File: src/rtl/exhaustive_stim_sequencer.sv
// Exhaustive stimulus sequencer: sweeps every WIDTH-bit pattern, captures a 1-bit response.
// Optional macro STIM_SIGNATURE_EN adds a 16-bit CRC-style response signature on port sig.
`timescale 1ns/1ps
module exhaustive_stim_sequencer #(
  parameter int WIDTH  = 8,
  parameter int SETTLE = 1
) (
  input  logic             CK,
  input  logic             reset,
  input  logic             start,
  input  logic             abort,
  output logic [WIDTH-1:0] dut_in,
  input  logic             dut_out,
  output logic             rec_valid,
  input  logic             rec_ready,
  output logic [WIDTH-1:0] rec_pattern,
  output logic             rec_bit,
  output logic             busy,
  output logic             done,
  output logic             aborted
`ifdef STIM_SIGNATURE_EN
  ,
  output logic [15:0]      sig
`endif
);

  typedef enum logic [2:0] {
    IDLE, APPLY, WAIT, SAMPLE, EMIT, FIN
  } state_t;

  localparam logic [WIDTH-1:0] LAST = '1;
  localparam logic [3:0]       SET  = 4'(SETTLE);

  state_t           state;
  logic [WIDTH-1:0] cnt;
  logic [3:0]       settle;
  logic             kill;

  // Abort is honoured in every active state; FIN is already ending.
  assign kill = abort && (state != IDLE) && (state != FIN);

  always_ff @(posedge CK or posedge reset) begin
    if (reset) begin
      state       <= IDLE;
      cnt         <= '0;
      settle      <= '0;
      dut_in      <= '0;
      rec_pattern <= '0;
      rec_bit     <= 1'b0;
      rec_valid   <= 1'b0;
      busy        <= 1'b0;
      done        <= 1'b0;
      aborted     <= 1'b0;
    end else begin
      done    <= 1'b0;
      aborted <= 1'b0;
      if (kill) begin
        state     <= FIN;
        rec_valid <= 1'b0;
        done      <= 1'b1;
        aborted   <= 1'b1;
      end else begin
        unique case (state)
          IDLE: begin
            if (start) begin
              cnt    <= '0;
              dut_in <= '0;
              busy   <= 1'b1;
              state  <= APPLY;
            end
          end
          APPLY: begin
            settle <= SET;
            state  <= (SETTLE == 0) ? SAMPLE : WAIT;
          end
          WAIT: begin
            settle <= settle - 4'd1;
            if (settle <= 4'd1) state <= SAMPLE;
          end
          SAMPLE: begin
            rec_bit     <= dut_out;
            rec_pattern <= cnt;
            rec_valid   <= 1'b1;
            state       <= EMIT;
          end
          EMIT: begin
            if (rec_ready) begin
              rec_valid <= 1'b0;
              if (cnt == LAST) begin
                state <= FIN;
                done  <= 1'b1;
              end else begin
                cnt    <= cnt + 1'b1;
                dut_in <= cnt + 1'b1;
                state  <= APPLY;
              end
            end
          end
          FIN: begin
            busy  <= 1'b0;
            state <= IDLE;
          end
          default: state <= IDLE;
        endcase
      end
    end
  end

`ifdef STIM_SIGNATURE_EN
  logic xfer;
  assign xfer = (state == EMIT) && rec_ready && !abort;

  always_ff @(posedge CK or posedge reset) begin
    if (reset) begin
      sig <= 16'hFFFF;
    end else if (state == IDLE && start) begin
      sig <= 16'hFFFF;
    end else if (xfer) begin
      sig <= {sig[14:0], 1'b0}
           ^ ((sig[15] ^ rec_bit) ? 16'h1021 : 16'h0000);
    end
  end
`endif

endmodule
File: config.mk
export PLATFORM = sky130hd
export DESIGN_NAME = exhaustive_stim_sequencer
export DESIGN_NICKNAME = d
export VERILOG_FILES = /design/src/rtl/exhaustive_stim_sequencer.sv
export SDC_FILE = /design/constraint.sdc
export NUM_CORES = 1
export LEC_CHECK = 0
export CAP_MARGIN = 10
export CORE_UTILIZATION = 47
export DETAILED_ROUTE_END_ITERATION = 10
export GPL_ROUTABILITY_DRIVEN = 0
export GPL_TIMING_DRIVEN = 0
export PLACE_DENSITY = 0.73
export SYNTH_ARGS = -nofsm -noshare
export SYNTH_HDL_FRONTEND = slang
export SYNTH_SLANG_ARGS = --single-unit
File: constraint.sdc
create_clock -name CK -period 1.5 [get_ports CK]
set_input_delay 0.3 -clock CK [delete_from_list [all_inputs] [get_ports CK]]
set_output_delay 0.3 -clock CK [all_outputs]
set_load 0.01 [all_outputs]
==> impl_metrics.ini <==
[outcome]
status = finished clean

[power]
combPwrFrac = 0.505
internal-power_mw = 1.96
p_leak_nw = 1.03
irDropWorstVdd_uv = 875
power.clock.fraction = 0.157
switching_share = 0.394
switching_power_mw = 1.27
pwr-share-seq = 0.337
powerDensity_nw_per_um2 = 1520

[setup_path]
r2r_start = cnt[0]$_DFFE_PP0P_
cp-start-kind = flip-flop
path_class = reg2reg
end_kind = flip-flop
r2r-end = cnt[2]$_DFFE_PP0P_
cp.arrival_ps = 1730
required_ps = 1740
reg2reg_slack_ps = 10
r2r_cells = 6
critPathMaxFanout = 5

[cells_and_area]
antennaDiodeCount = 0
multi_input_area_sq_um = 842
fin_util = 0.687
final-seq-area_sq_um = 707
stdcell_count = 238
fillers = 244
fin_nets = 204
area_delta_synth_final_pct = 37.5
final_layout_size_suffix_gt1_frac = 0.330

[sta]
min_period_ps = 1490
worstMarginPinSlew_ps = 1070
setup_ws_ps = 13.0
clock.fmax_mhz = 672
period_share = 0.991
drv_slew = 0
finalSetupViolations = 0
hold_viol_final = 0
rsz0062_at_grt = yes
slew_headroom = 0.284
fin_skew_ps = 10.6

[clocking]
cts_tree = built
cts_buffers = 3
ctsRootBufferMaster = clkbuf_4
clockBufferDepth = 2
cts.clk_slew.worst_paths_ps = 160
clk_latency_ps = 350
hold_buffers = 0
clock-sinks = 28
h-tree-depth = 1

[global_routing]
grt_antenna_before_repair = 0
overflow = 0
grt_use_total = 0.225
grt_pass1_wl_um = 5980
grt_max_degree = 29
grt_pass1_vias = 1238

[synthesis]
synth_edf_count = 0
synthCells = 147
synth_commonest_cells = 28 x dfrtp_1, 15 x o21ai_0, 11 x a21oi_1, 11 x nor2_1, 9 x mux2_2
synth_top_area_share = 0.452
synthMostInstantiatedCell = dfrtp_1
async_reset_ff_frac = 1.00
ys_warn_count = 0
netlist_top_cells_area = dfrtp_1 45%, mux2_2 6.5%, o21ai_0 4.8%
synth_area_per_cell_sq_um = 10.5
synth_cell_types = 48
ys_ff_latch = 28
yosysSeqAreaShare = 0.452
synth_nets = 156
synth_top_area_cell = dfrtp_1
synth-main-ff-cell = dfrtp_1
synth_area_sq_um = 1550

[worst_hold_path]
holdPathEnd = aborted$_DFF_PP0_
worstHoldStart = abort
hold_depth = 2
hp-class = in2reg

[floorplan]
fp.dieW_um = 59.4
start_util = 0.500
fp.coreArea_sq_um = 3100
pin_count = 27
die_h_um = 59.4
fp.dieArea_sq_um = 3530
rows = 20

[route]
drc = 0
drtAntennaViolNets = 0
wire_per_inst_um = 16.2
wl_um = 3850
vias = 1346
vias_per_cell = 5.66
firstDrtPassIters = 4
drt_iter0_drc = 59

[placement]
pre_cts_slack_ps = -257
dp_hpwl_um = 2370
dp.cells = 216
numPortBuffers = 25

[run]
drv_cap = 0
==> worst max-delay path, cell delays in order, from the launching register on <==
cell and delay (ps):
dfrtp_1 420, buf_6 130, ha_4 170, nand3_4 110, nor2_2 80, o21ai_0 340, a31oi_4 120
==> cell usage in the layout, fill, tap and decap left out, types with 6 or more instances in the layout <==
| cell type | n |
|---|---|
| o21ai_1 | 6 |
| inv_1 | 6 |
| a21oi_1 | 11 |
| mux2_2 | 9 |
| o21ai_0 | 12 |
| dlygate4sd2_1 | 19 |
| nor2_1 | 10 |
| dfrtp_1 | 23 |
| buf_4 | 15 |
==> stage by stage <==
step                      total power [mW]  hold WS [ps]  TNS [ps]  area [sq um]
after floorplan                       2.02           365         0          1550
after global placement                2.41           488     -3530          1860
after detailed placement              2.47           494     -6420          1860
after CTS                             3.02           229         0          2020
after global routing                  3.43           238      -438          2130
final                                 3.23           245         0          2130
==> state kept, by name, summed over array words and instances, names as in the netlist <==
signal	flops
rec_valid	1
aborted	1
busy	1
state	3
cnt	8
rec_pattern	8
rec_bit	1
settle	4
done	1
==> kinds of logic (layout without fill, tap and decap cells) <==
family | Yosys count | count (layout) | share of synthesized area
buffers and inverters | 16 | 63 | 0.0549
flip-flops | 28 | 28 | 0.452
XOR/XNOR | 1 | 1 | 0.00565
multiplexers | 9 | 9 | 0.0654
adder cells (fa/ha/maj) | 3 | 3 | 0.0242
AO/OA/AOI/OAI | 53 | 53 | 0.224
AND/OR/NAND/NOR | 37 | 37 | 0.174
==> worst max path at each step <==
| stage | to | start |
|---|---|---|
| 2_1_floorplan | cnt[6]$_DFFE_PP0P_ | cnt[0]$_DFFE_PP0P_ |
| 3_3_place_gp | cnt[5]$_DFFE_PP0P_ | rec_ready |
| 3_5_place_dp | cnt[7]$_DFFE_PP0P_ | rec_ready |
| 4_1_cts | state[0]$_DFFE_PP0P_ | settle[0]$_DFFE_PP0P_ |
| 5_1_grt | cnt[6]$_DFFE_PP0P_ | cnt[1]$_DFFE_PP0P_ |
| 6_report | cnt[2]$_DFFE_PP0P_ | cnt[0]$_DFFE_PP0P_ |
==> power by group through the flow <==
stage	Sequential, mW	Clock [mW]	Combinational, mW
final	1.09	0.509	1.63
after global routing	1.12	0.541	1.77
after CTS	1.07	0.515	1.44
after detailed placement	1.12	0	1.35
after global placement	1.11	0	1.30
after floorplan	1.14	0	0.882
==> repair_timing <==
item	in CTS	in global routing
setup endpoints to repair	37	21
buffers inserted	13	5
gates resized for setup	30	23
pin swaps	2	12
==> metal layers <==
metal  track usage  wire length (um)  vias up
met3        0.0284               132        7
met1         0.313              1730      665
met5             0                 0        -
met2         0.363              1930       32
li1              -                 -      642
met4        0.0748                51        0
==> layout make-up <==
class                           count  share of cell area
Clock inverter                      1              0.0141
Timing Repair Buffer               43               0.178
Buffer                              9              0.0317
Multi-Input combinational cell    103               0.395
Tap cell                           44              0.0258
Sequential cell                    28               0.332
Inverter                            7              0.0135
Clock buffer                        3              0.0106
(Power assumes the default switching activity.)
